## src/rtl/rr_mux_2n_to_1_if.sv

```systemverilog
// Stream bundle for the round-robin gatherer: N valid/ready input channels plus one
// tagged output stream. The mux uses the slave view; whoever feeds and drains it uses master.
interface rr_mux_2n_to_1_if #(
  parameter int N    = 4,
  parameter int W    = 8,
  parameter int LOGN = $clog2(N)
);
  logic [N*W-1:0]  inData;
  logic [N-1:0]    inValid;
  logic [N-1:0]    inReady;
  logic [W-1:0]    outData;
  logic [LOGN-1:0] outSel;
  logic            outValid;
  logic            outReady;

  modport slave (
    input  inData, inValid, outReady,
    output inReady, outData, outSel, outValid
  );

  modport master (
    output inData, inValid, outReady,
    input  inReady, outData, outSel, outValid
  );
endinterface

```

## src/rtl/rr_mux_2n_to_1.sv

```systemverilog
// Round-robin N-to-1 stream multiplexer with a single registered output slot.
// outSel tags each word with its source channel so responses can be routed back.
module rr_mux_2n_to_1 #(
  parameter int N    = 4,
  parameter int W    = 8,
  parameter int LOGN = $clog2(N)
) (
  input logic               clk,
  input logic               reset,
  rr_mux_2n_to_1_if.slave   bus
);

  logic [W-1:0]    out_data_q,  out_data_d;
  logic [LOGN-1:0] out_sel_q,   out_sel_d;
  logic            out_valid_q, out_valid_d;
  logic [LOGN-1:0] ptr_q,       ptr_d;

  logic            load_en;
  logic            found;
  logic            accept;
  logic [LOGN-1:0] grant;
  logic [LOGN:0]   scan_idx;
  logic [N-1:0]    in_ready;

  // The slot can take a new word when it is empty or is being drained this cycle.
  assign load_en = !out_valid_q || bus.outReady;

  always_comb begin
    found    = 1'b0;
    grant    = '0;
    scan_idx = '0;
    for (int k = 0; k < N; k++) begin
      scan_idx = {1'b0, ptr_q} + (LOGN+1)'(k);
      if (scan_idx >= (LOGN+1)'(N)) begin
        scan_idx = scan_idx - (LOGN+1)'(N);
      end
      if (!found && bus.inValid[scan_idx[LOGN-1:0]]) begin
        found = 1'b1;
        grant = scan_idx[LOGN-1:0];
      end
    end
  end

  assign accept = found && load_en && !reset;

  always_comb begin
    in_ready = '0;
    if (accept) begin
      in_ready[grant] = 1'b1;
    end
  end

  // Wrap is explicit so non-power-of-two N never points past the last channel.
  always_comb begin
    out_data_d  = out_data_q;
    out_sel_d   = out_sel_q;
    out_valid_d = out_valid_q;
    ptr_d       = ptr_q;
    if (accept) begin
      out_data_d  = bus.inData[int'(grant)*W +: W];
      out_sel_d   = grant;
      out_valid_d = 1'b1;
      ptr_d       = (grant == LOGN'(N-1)) ? '0 : grant + 1'b1;
    end else if (bus.outReady) begin
      out_valid_d = 1'b0;
    end
  end

  always_ff @(posedge clk) begin
    if (reset) begin
      out_data_q  <= '0;
      out_sel_q   <= '0;
      out_valid_q <= 1'b0;
      ptr_q       <= '0;
    end else begin
      out_data_q  <= out_data_d;
      out_sel_q   <= out_sel_d;
      out_valid_q <= out_valid_d;
      ptr_q       <= ptr_d;
    end
  end

  assign bus.inReady  = in_ready;
  assign bus.outData  = out_data_q;
  assign bus.outSel   = out_sel_q;
  assign bus.outValid = out_valid_q;

endmodule

```

## src/flat_wrapper.sv

```systemverilog
// flat-port wrapper written by rule: the top's interface ports become plain ports
module rr_mux_2n_to_1_flat 
#(
  parameter int N    = 4,
  parameter int W    = 8,
  parameter int LOGN = $clog2(N)
)
  (clk, reset, bus_inData, bus_inValid, bus_outReady, bus_inReady, bus_outData, bus_outSel, bus_outValid);
  rr_mux_2n_to_1_if #(.N(N), .W(W), .LOGN(LOGN)) bus_i ();
  input logic clk;
  input logic reset;
  input wire logic [$bits(bus_i.inData)-1:0] bus_inData;
  input wire logic [$bits(bus_i.inValid)-1:0] bus_inValid;
  input wire logic [$bits(bus_i.outReady)-1:0] bus_outReady;
  output wire logic [$bits(bus_i.inReady)-1:0] bus_inReady;
  output wire logic [$bits(bus_i.outData)-1:0] bus_outData;
  output wire logic [$bits(bus_i.outSel)-1:0] bus_outSel;
  output wire logic [$bits(bus_i.outValid)-1:0] bus_outValid;
  assign bus_i.inData = bus_inData;
  assign bus_i.inValid = bus_inValid;
  assign bus_i.outReady = bus_outReady;
  assign bus_inReady = bus_i.inReady;
  assign bus_outData = bus_i.outData;
  assign bus_outSel = bus_i.outSel;
  assign bus_outValid = bus_i.outValid;
  rr_mux_2n_to_1 #(.N(N), .W(W), .LOGN(LOGN)) u_core (.clk(clk), .reset(reset), .bus(bus_i));
endmodule
```

## config.mk

```make
export PLATFORM = sky130hd
export DESIGN_NAME = rr_mux_2n_to_1_flat
export DESIGN_NICKNAME = d
export VERILOG_FILES = /design/src/rtl/rr_mux_2n_to_1_if.sv /design/src/rtl/rr_mux_2n_to_1.sv /design/src/flat_wrapper.sv
export SDC_FILE = /design/constraint.sdc
export NUM_CORES = 1
export LEC_CHECK = 0
export CAP_MARGIN = 20
export CORE_UTILIZATION = 35
export CTS_BUF_LIST = sky130_fd_sc_hd__clkbuf_2 sky130_fd_sc_hd__clkbuf_4 sky130_fd_sc_hd__clkbuf_8
export CTS_CLUSTER_DIAMETER = 150
export CTS_CLUSTER_SIZE = 20
export DETAILED_ROUTE_END_ITERATION = 16
export DONT_BUFFER_PORTS = 1
export PLACE_DENSITY_LB_ADDON = 0.1
export SETUP_SLACK_MARGIN = 0.05
export SYNTH_ARGS = -nofsm -noshare
export SYNTH_HDL_FRONTEND = slang
export SYNTH_SLANG_ARGS = --single-unit
```

## constraint.sdc

```tcl
create_clock -name clk -period 2.1 [get_ports clk]
set_input_delay 0.21 -clock clk [delete_from_list [all_inputs] [get_ports clk]]
set_output_delay 0.21 -clock clk [all_outputs]
set_load 0.01 [all_outputs]
```

**Word level (Yosys, flattened, before mapping)**

Index checks and enable logic that the tools add are counted.

- Register bits after elaboration: 13
- Word-level logic and storage cells: 63

- Mux-type cells: 26
- Magnitude comparators: 10
- Reduce and logical (&&, ||, !) cells: 13
- Add/sub/neg operators: 8
- Shift-type cells: 1
- Eq/ne operators: 1

Operator list:

| operator | number |
|---|---|
| $shiftx A32 B6 Y8 | 1 |
| $mux W2 | 9 |
| $lt A2 B3 Y1 const B | 5 |
| $mux W1 | 11 |
| $ge A3 B3 Y1 const B | 3 |
| $bmux W1 S2 | 4 |
| $sub A2 B1 Y2 const B | 4 |
| $add A2 B2 Y3 const B | 2 |
| $logic_and A1 B1 Y1 | 6 |
| $logic_not A1 Y1 | 5 |
| $mux W4 | 1 |
| $add A2 B1 Y3 const B | 1 |
| $ge A2 B3 Y1 const B | 1 |
| $add A2 B1 Y2 const B | 1 |
| $demux W1 S2 | 1 |
| $eq A2 B2 Y1 const B | 1 |
| $ge A2 B1 Y1 const B | 1 |
| $reduce_bool A2 Y1 | 1 |
| $logic_or A1 B1 Y1 | 1 |

**Logic depth before layout (Yosys ltp)**

Gate-level depths: netlist of run 1.

- Depth after elaboration: 19
- Depth in mapped cells: 6
- Depth with buffers taken out: 5

**Worst setup path after synthesis of run 1**

No wires, ideal clock.

- Path kind: flip-flop to output port
- Start: register u_core.out_valid_q, in the netlist u_core.bus.outValid
- End: output bus_inReady[1]
- Path slack: 0.608 ns
- Stages on the path, launching flop included: 5
- Arrival time: 1.282 ns
- Buffers on the path: 1
- Cells stage by stage: dfxtp_1 > nor2b_1 > or3_1 > buf_2 > nor3_1

- Longest elaborated chain between the ends: 5

RTL lines:

| item | RTL line | RTL |
|---|---|---|
| from (decl) | rr_mux_2n_to_1.sv:15 | `logic out_valid_q, out_valid_d;` |
| from (signal assigned) | rr_mux_2n_to_1.sv:78 | `out_valid_q <= out_valid_d;` |
| $logic_not A1 Y1 | rr_mux_2n_to_1.sv:26 | `assign load_en = !out_valid_q \|\| bus.outReady;` |
| $logic_or A1 B1 Y1 | rr_mux_2n_to_1.sv:26 |  |
| $logic_and A1 B1 Y1 (2 in a row) | rr_mux_2n_to_1.sv:44 | `assign accept = found && load_en && !reset;` |
| $mux W4 | rr_mux_2n_to_1.sv:48 | `if (accept) begin` |
| to (decl) | flat_wrapper.sv:15 | `output wire logic [$bits(bus_i.inReady)-1:0] bus_inReady;` |

Every way passes these cells.

**Worst setup path after layout of run 1**

- Start: register u_core.out_valid_q, in the netlist u_core.bus.outValid
- End: output bus_inReady[3]

Same word-level chain as after synthesis.

==> flow_summary.yaml, run 1 <==
outcome:
  outcome: "finished, final reports clean"
synth:
  synth_top_family_by_area: "simple AND/OR/NAND/NOR gates"
  unique_cell_type_count_in_the_yosys_netlist: 27
  synthesized_area_fraction_occupied_by_and_or_nand_nor_cells_pct: 24.66
  synthesis.area_um2: 822.0
  synthesis.instances: 81
  synthXorXnorAreaFrac_pct: 1.065
  post_syn_area_per_cell_um2: 10.15
  yosys_warnings: 0
  synth_sequential_area_ratio_pct: 31.66
  synth.ff_latch_count: 13
  muxShareOfSynthArea_pct: 19.48
  synth_compound_gate_area_share_pct: 19.33
  synth_fp_nets: 120
  synth_fa_ha_area_share_pct: 0
global_routing:
  globalRouteOverflowTotal: 0
  first_global_vias: 562
  grt_first_pass_wirelength_um: 2760
  grt_use_total_pct: 14.77
  largest_net_degree_at_the_start_of_global_routing: 13
  initial_antenna_violation_count: 0
setup_path:
  crit_arrival_ns: 1.66
  critical_path.slowest_cell: "or3_1"
  critPathKind: "reg -> out"
  startpoint_of_the_worst_register_to_register_path: "u_core.ptr_q[0]"
  worst-endpoint-required_ns: 1.89
  cpPeakStageDelay_ns: 0.50
  setup.worst_path.start_class: "flip-flop"
  crit-reg2reg-capture: "u_core.bus.outData[4]"
  worst-r2r-setup-slack_ns: 0.45
  crit_path_cell_trace: "nor2b_1 -> or3_1 -> nor3_1"
  reg2reg_depth: 6
  worst-path-max-fanout: 12
  endpoint_kind: "output port"
placement:
  dp_hpwl_um: 1381
  placement.setup.worst_slack_ns: 0.4502
  portBuffers: 0
  gp_congestion: 0.7254
clocking:
  cts_setup_buffers: 0
  cts_resized: 0
  clock_latency_ns: 0.28
  cts_made_buffers: 3
  number_of_h_tree_levels: 1
  cts_tree: "built"
  cts.path.max_buffers: 2
  cts_sink_cnt: 13
  path_clk_slew_ns: 0.09
  clock-root-buffer: "clkbuf_4"
finish:
  fin_nets: 124
  post_route_cells_drive_above_1_share_pct: 16.67
  areaGrowthSynthToFinish_pct: 6.849
  multi_input_area_um2: 530.5
  fillerInstances: 233
  antennaDiodeCount: 0
  layout.area.seq_um2: 260.3
routing:
  avgViaCountPerCell: 5.911
  post-route-drc-count: 0
  firstDrtPassIters: 2
  number_of_design_rule_violations_left_by_the_first_detailed_router_iteration: 3
  finalWirelength_um: 1856
  routed_wire_length_per_instance_um: 16.57
  postRouteAntennaNets: 0
  vias: 662
power_and_ir_drop:
  sw_frac_of_total_pct: 34.07
  ir_drop_worst_vdd_mv: 0.3744
  total_leakage_power_nw: 0.3658
  combinationalPowerShare_pct: 27.7
  total_switching_power_w: 0.0002306
  pwr_cell_area_nw_per_um2: 770.6
  total_internal_power_w: 0.0004463
  pwr-share-seq_pct: 48.5
  share_of_total_power_in_the_clock_network_pct: 23.8
  finalPower_w: 0.0006769
floorplan:
  core-area_um2: 2212
  io_pins: 54
  dieWidth_um: 50.47
  start_util_pct: 37.16
  fp.dieArea_um2: 2547
  placementRows: 17
  floorplan.die.height_um: 50.47
worst_hold_path:
  hold_path_class: "in -> reg"
  worstHoldPathCells: 3
  hold_crit_start: "reset"
  hold_end: "u_core.bus.outSel[0]"
timing:
  final_min_period_over_clock_period_pct: 89.18
  post-route-worst-setup-slack_ns: 0.2273
  finalSetupViolations: 0
  tightestPinTransition_ns: 0.5943
  setup_tns_ns: 0
  max_freq_mhz: 534.0
  timing.slew.headroom_pct: 60.02
  clock_skew_ns: 0.006972
  period_needed_ns: 1.873
  rsz0062_at_grt: "no"
  report.final.slew_viol_count: 0
  hold_viol_final: 0
job:
  maxcap_viol_count: 0
-- layer usage --
metal / up-vias / share of wire [%] / routed length, um / track usage [%]
met1: 309 / 46 / 858 / 18.15
met2: 28 / 46 / 854 / 24.44
li1: 323 / - / - / -
met4: 0 / 0.54 / 10 / 6.944
met5: - / 0 / 0 / 0
met3: 2 / 7.2 / 133 / 3.030
-- per-stage QoR --
stage	hold WS, ns	utilization, %	area, um^2	instances
2_1_floorplan	0.4036	-	822.0	81
3_3_place_gp	0.2757	38.01	840.8	107
6_report	0.1226	39.71	878.3	112
3_5_place_dp	0.2787	38.01	840.8	107
5_1_grt	0.1290	39.71	878.3	112
4_1_cts	0.1124	39.71	878.3	112
-- Yosys cell counts --
cell type	instances	area, um^2
a211oi_2	1	12.51
a21boi_1	1	7.510
a21oi_1	1	5.000
a22o_1	1	8.760
and3_1	2	12.51
buf_2	1	5.000
buf_6	2	22.52
clkbuf_1	1	3.750
dfxtp_1	13	260.3
mux2i_1	16	160.2
nand2_1	2	7.510
nand2_2	2	12.51
nand3b_1	8	60.06
nor2_1	4	15.01
nor2b_1	5	31.28
nor2b_4	1	13.76
nor3_1	3	15.01
nor3_2	1	10.01
nor3b_2	1	12.51
nor4_1	1	6.260
o21ai_0	1	5.000
o221ai_1	8	70.07
o22ai_2	1	12.51
o32a_1	1	10.01
o32ai_4	1	27.53
or3_1	1	6.260
xnor2_1	1	8.760
-- worst max-delay path by stage --
stage,slack (ns),end,startpoint,cells past startpoint
3_5_place_dp,0.45,u_core.bus.outData[4],u_core.ptr_q[0],6
2_1_floorplan,0.61,bus_inReady[1],u_core.bus.outValid,4
4_1_cts,0.19,bus_inReady[3],u_core.bus.outValid,3
6_report,0.23,bus_inReady[3],u_core.bus.outValid,3
5_1_grt,0.08,bus_inReady[3],u_core.bus.outValid,3
3_3_place_gp,0.50,u_core.bus.outData[4],u_core.ptr_q[0],6
-- area by class of cell --
| type | count | share of cell area (%) |
|---|---|---|
| repair buffers | 3 | 2.849 |
| clock buffers | 3 | 2.564 |
| clock inverters | 1 | 0.5698 |
| well taps | 28 | 3.989 |
| flip-flops and latches | 13 | 29.63 |
| multi-input cells | 64 | 60.40 |
-- cell usage in the layout (no fill, tap or decap) --
cell type,Yosys,routed
o22ai_2,1,1
nand3b_1,8,8
nand2_2,2,2
a21oi_1,1,1
mux2i_1,16,16
dlygate4sd3_1,0,1
xnor2_1,1,1
nor3_1,3,3
buf_4,0,2
clkbuf_4,0,3
nor3b_2,1,1
nor2b_1,5,5
nand2_1,2,2
nor2b_4,1,1
o32ai_4,1,1
clkinv_2,0,1
o32a_1,1,1
nor3_2,1,1
nor2_1,4,4
or3_1,1,1
dfxtp_1,13,13
a22o_1,1,1
and3_1,2,2
nor4_1,1,1
o221ai_1,8,8
a211oi_2,1,1
o21ai_0,1,1
a21boi_1,1,1
-- sequential cells by signal, indices dropped and copies added (netlist names) --
register,cells
u_core.bus.outValid,1
u_core.ptr_q,2
u_core.bus.outSel,2
u_core.bus.outData,8
-- kinds of logic (layout without fill, tap and decap cells) --
group / count (synthesis) / count (layout)
and+or+nand+nor: 31 / 31
muxes: 16 / 16
buffers and inverters: 4 / 7
DFF: 13 / 13
xor gates and xnor gates: 1 / 1
AOI/OAI and AO/OA: 16 / 16
-- worst max-delay path: cells and delay by family, from the launching register on --
family | cells | cell delay, ns
DFF | 1 | 0.34
and+or+nand+nor | 3 | 1.05
-- repair_timing --
item / 4_1_cts / 5_1_grt
endpoints found under the hold margin: 3 / 0
hold buffers: 1 / 0
endpoints found under the setup margin: 0 / 0
-- power groups by stage --
stage	combinational [W]	sequential, W	clock, W
floorplan	0.000168	0.000326	0
global placement	0.000182	0.000335	0
detailed placement	0.000188	0.000335	0
CTS	0.000190	0.000329	0.000167
global route	0.000205	0.000333	0.000177
finish	0.000187	0.000328	0.000161
Power figures use the tool's default switching activity.
==> run 2: changes to the inputs <==
CORE_UTILIZATION = 50   (was 35)
==> run 2 against run 1 <==
- hold slack better by 0.014 ns
- routed wire length fell by 4.7%
- utilization up 17 points
- final cell count down 12%
- register-to-register slack better by 0.12 ns
- via count is the same
- sequential share of layout area grew 0.69 points
==> flow_summary.yaml, run 2 (synthesized netlist as in run 1, its figures left out) <==
outcome:
  outcome: "finished, final reports clean"
setup_path:
  critPathKind: "reg -> out"
  worst-path-max-fanout: 12
  startpoint_of_the_worst_register_to_register_path: "u_core.ptr_q[0]"
  crit-reg2reg-capture: "u_core.bus.outData[4]"
  setup.worst_path.start_class: "flip-flop"
  endpoint_kind: "output port"
  crit_arrival_ns: 1.71
  reg2reg_depth: 6
  worst-endpoint-required_ns: 1.89
  worst-r2r-setup-slack_ns: 0.57
placement:
  detailed_place.area_um2: 818.3
  portBuffers: 0
  gp_congestion: 0.7942
  dp_hpwl_um: 1260
routing:
  number_of_design_rule_violations_left_by_the_first_detailed_router_iteration: 11
  vias: 662
  avgViaCountPerCell: 6.687
  postRouteAntennaNets: 0
  finalWirelength_um: 1768
  firstDrtPassIters: 4
  routed_wire_length_per_instance_um: 17.86
  post-route-drc-count: 0
finish:
  largest_register_ffs: 8
  layout.core_utilization_pct: 56.32
  multi_input_area_um2: 530.5
  layout.area.seq_um2: 260.3
  mostFrequentLayoutCells: "mux2i_1 (16), dfxtp_1 (13), nand3b_1 (8), o221ai_1 (8), nor2b_1 (5)"
  fin_nets: 123
  fillerInstances: 150
  layout_commonest_cell: "mux2i_1"
  post_route_cells_drive_above_1_share_pct: 15.66
  antennaDiodeCount: 0
  design_area_um2: 858.3
  areaGrowthSynthToFinish_pct: 4.414
timing:
  timing.slew.headroom_pct: 62.71
  rsz0062_at_grt: "no"
  setup_tns_ns: 0
  period_needed_ns: 1.921
  finalSetupViolations: 0
  clock_skew_ns: 0.001490
  final_min_period_over_clock_period_pct: 91.46
  hold_viol_final: 0
  report.final.slew_viol_count: 0
  final.hold.worst_slack_ns: 0.1362
  max_freq_mhz: 520.7
  tightestPinTransition_ns: 0.5563
clocking:
  clock-root-buffer: "clkbuf_4"
  clock_latency_ns: 0.27
  cts_sink_cnt: 13
  cts_tree: "built"
  cts_made_buffers: 3
  cts.path.max_buffers: 2
  cts_resized: 0
  cts_setup_buffers: 0
  cts.hold.buffers_added: 1
  path_clk_slew_ns: 0.08
  number_of_h_tree_levels: 1
floorplan:
  fp.dieArea_um2: 1810
  core-area_um2: 1524
  dieWidth_um: 42.55
  floorplan.die.height_um: 42.55
  io_pins: 54
  start_util_pct: 53.94
  placementRows: 14
power_and_ir_drop:
  pwr_cell_area_nw_per_um2: 789.1
  ir_drop_worst_vdd_mv: 0.3797
  total_leakage_power_nw: 0.3619
  finalPower_w: 0.0006773
global_routing:
  grt_use_met3_pct: 4.310
  largest_net_degree_at_the_start_of_global_routing: 24
  grt_use_total_pct: 18.58
  globalRouteOverflowTotal: 0
  grtUsageMet2_pct: 31.69
  first_global_vias: 588
  initial_antenna_violation_count: 0
  global_route.usage.met1_pct: 22.22
  grt_most_used_layer: "met2"
  grt_first_pass_wirelength_um: 2573
worst_hold_path:
  hold_crit_start: "reset"
  hold_end: "u_core.bus.outSel[0]"
  hold_path_class: "in -> reg"
  worstHoldPathCells: 3
job:
  maxcap_viol_count: 0
[run 2: cell count changes in the layout (fill, tap and decap cells not counted)]
cell	before	now
buf_4	2	1
clkbuf_4	3	4
clkinv_2	1	0
[run 2: layout make-up]
class	instances	share of cell area [%]
Multi-Input combinational cell	64	61.81
Sequential cell	13	30.32
Clock buffer	4	3.499
Tap cell	16	2.332
Timing Repair Buffer	2	2.041
[run 2: worst max-delay path by stage]
stage	from	to	slack, ns
finish	u_core.bus.outValid	bus_inReady[1]	0.18
global route	u_core.ptr_q[0]	bus_inReady[1]	0.09
CTS	u_core.bus.outValid	bus_inReady[1]	0.16
detailed placement	u_core.bus.outValid	bus_inReady[1]	0.47
global placement	u_core.bus.outValid	bus_inReady[3]	0.51
floorplan	u_core.bus.outValid	bus_inReady[1]	0.61
[run 2: metrics by stage]
stage | setup slack (ns) | cells
floorplan | 0.6077 | 81
global placement | 0.5066 | 94
detailed placement | 0.4749 | 94
CTS | 0.1621 | 99
global route | 0.09017 | 99
finish | 0.1794 | 99
[run 2: report_power, final]
group          internal, W  switching [W]
Clock            0.0000864      0.0000824
Combinational    0.0000881      0.0000924
Sequential        0.000284      0.0000439
Total             0.000459       0.000219
[run 2: worst max-delay path, stage by stage (launching register included)]
cell,delay (ns)
dfxtp_1,0.34
nor2b_1,0.17
or3_1,0.51
nor3_1,0.42
[run 2: layer usage]
metal	part of all wire [%]	vias up
li1	-	320
met1	42	310
met2	49	30
met3	8.1	2
met4	0.51	0
met5	0	-
==> run 3: changes to the inputs <==
CTS_CLUSTER_DIAMETER = unset   (was 150)
MAX_ROUTING_LAYER = met4   (was unset)
==> run 3 against run 2 <==
- clock skew is 0.00065 ns higher
- hold slack gained 0.0046 ns
- sequential power is essentially flat
- combinational power is essentially flat
- critical path type unchanged
- global-route usage increased by 0.51 points
- largest cell class unchanged
- final cell count is the same
- clock power about the same
==> flow_summary.yaml, run 3 (synthesized netlist as in run 1, its figures left out) <==
job:
  maxcap_viol_count: 0
clocking:
  cts.hold.buffers_added: 1
  number_of_h_tree_levels: 1
  cts_tree: "built"
  cts_sink_cnt: 13
  cts_resized: 0
  path_clk_slew_ns: 0.08
  clock_latency_ns: 0.27
  cts_setup_buffers: 0
  cts.path.max_buffers: 2
  cts_made_buffers: 3
  clock-root-buffer: "clkbuf_4"
setup_path:
  setup.worst_path.start_class: "flip-flop"
  crit_family: "simple AND/OR/NAND/NOR gates"
  critical_path.slowest_cell: "or3_1"
  worst-path-max-fanout: 12
  worst-endpoint-required_ns: 1.89
  crit_path_cell_trace: "nor2b_1 -> or3_1 -> nor3_1"
  endpoint_kind: "output port"
  cpPeakStageDelay_ns: 0.51
  path_buf_inv: 0
  crit_arrival_ns: 1.71
  critPathKind: "reg -> out"
global_routing:
  globalRouteOverflowTotal: 0
  grt_first_pass_wirelength_um: 2573
  grt_use_total_pct: 19.09
  first_global_vias: 588
  largest_net_degree_at_the_start_of_global_routing: 24
  initial_antenna_violation_count: 0
floorplan:
  start_util_pct: 53.94
  core-area_um2: 1524
  io_pins: 54
  dieWidth_um: 42.55
  fp.dieArea_um2: 1810
  placementRows: 14
  floorplan.die.height_um: 42.55
routing:
  firstDrtPassIters: 4
  finalWirelength_um: 1765
  postRouteAntennaNets: 0
  number_of_design_rule_violations_left_by_the_first_detailed_router_iteration: 11
  avgViaCountPerCell: 6.818
  vias: 675
  routed_wire_length_per_instance_um: 17.83
  post-route-drc-count: 0
placement:
  gp_congestion: 0.8055
  dp_hpwl_um: 1260
  portBuffers: 0
timing:
  rsz0062_at_grt: "no"
  setup_tns_ns: 0
  final_min_period_over_clock_period_pct: 91.47
  finalSetupViolations: 0
  clock_skew_ns: 0.002138
  report.final.slew_viol_count: 0
  hold_viol_final: 0
  timing.slew.headroom_pct: 63.45
  period_needed_ns: 1.921
  tightestPinTransition_ns: 0.5453
  max_freq_mhz: 520.6
finish:
  antennaDiodeCount: 0
  largest_register_ffs: 8
  layout_commonest_cell: "mux2i_1"
  layout.core_utilization_pct: 56.32
  mostFrequentLayoutCells: "mux2i_1 (16), dfxtp_1 (13), nand3b_1 (8), o221ai_1 (8), nor2b_1 (5)"
  areaGrowthSynthToFinish_pct: 4.414
  fin_nets: 123
  post_route_cells_drive_above_1_share_pct: 15.66
worst_hold_path:
  hold_path_class: "in -> reg"
power_and_ir_drop:
  ir_drop_worst_vdd_mv: 0.3799
  total_leakage_power_nw: 0.3619
  pwr_cell_area_nw_per_um2: 789.9
outcome:
  outcome: "finished, final reports clean"
-- run 3: final cells by class --
cell class	count	area (um^2)
timing repair buffer	2	17.52
clock buffer	4	30.03
sequential	13	260.3
tap	16	20.02
fill	150	665.6
multi-input combinational	64	530.5
-- run 3: path summary, 6_finish.rpt --
| kind | from | endpoint | slack [ns] | cells past startpoint |
|---|---|---|---|---|
| max reg2reg | u_core.ptr_q[0] | u_core.bus.outData[5] | 0.56 | 6 |
| min | reset | u_core.bus.outSel[0] | 0.14 | 3 |
| max | u_core.bus.outValid | bus_inReady[1] | 0.18 | 3 |
| min reg2reg | u_core.bus.outSel[1] | u_core.bus.outSel[1] | 0.51 | 2 |
-- run 3: worst register-to-register path, cell delays in order (launching register included) --
cell and delay [ns]:
dfxtp_1 0.35, nor2b_4 0.18, nor3b_2 0.07, o22ai_2 0.10, buf_4 0.33, mux2i_1 0.26, o221ai_1 0.13
-- run 3: per-stage QoR --
step | power, W | setup slack, ns | instance area [um^2] | cells | hold slack, ns
CTS | 0.0006843 | 0.1621 | 858.3 | 99 | 0.1286
detailed placement | 0.0005148 | 0.4749 | 818.3 | 94 | 0.2782
global placement | 0.0005099 | 0.5066 | 818.3 | 94 | 0.2771
global route | 0.0007095 | 0.09018 | 858.3 | 99 | 0.1527
floorplan | 0.0004944 | 0.6077 | 822.0 | 81 | 0.4036
finish | 0.0006780 | 0.1791 | 858.3 | 99 | 0.1408
-- run 3: where the power goes --
group / leakage, nW / switching, W / internal, W / total, W
Clock: 0.0184 / 0.0000829 / 0.0000864 / 0.000169
Combinational: 0.235 / 0.0000924 / 0.0000881 / 0.000180
Sequential: 0.108 / 0.0000441 / 0.000284 / 0.000328
Total: 0.362 / 0.000219 / 0.000459 / 0.000678
-- run 3: per-layer routing --
layer  GRT usage (%)  vias up  routed length [um]
met2           31.69       32                 889
met3           4.310        2                 149
li1                -      318                   -
met1           22.22      323                 717
met5               -        -                   0
met4           7.500        0                   9
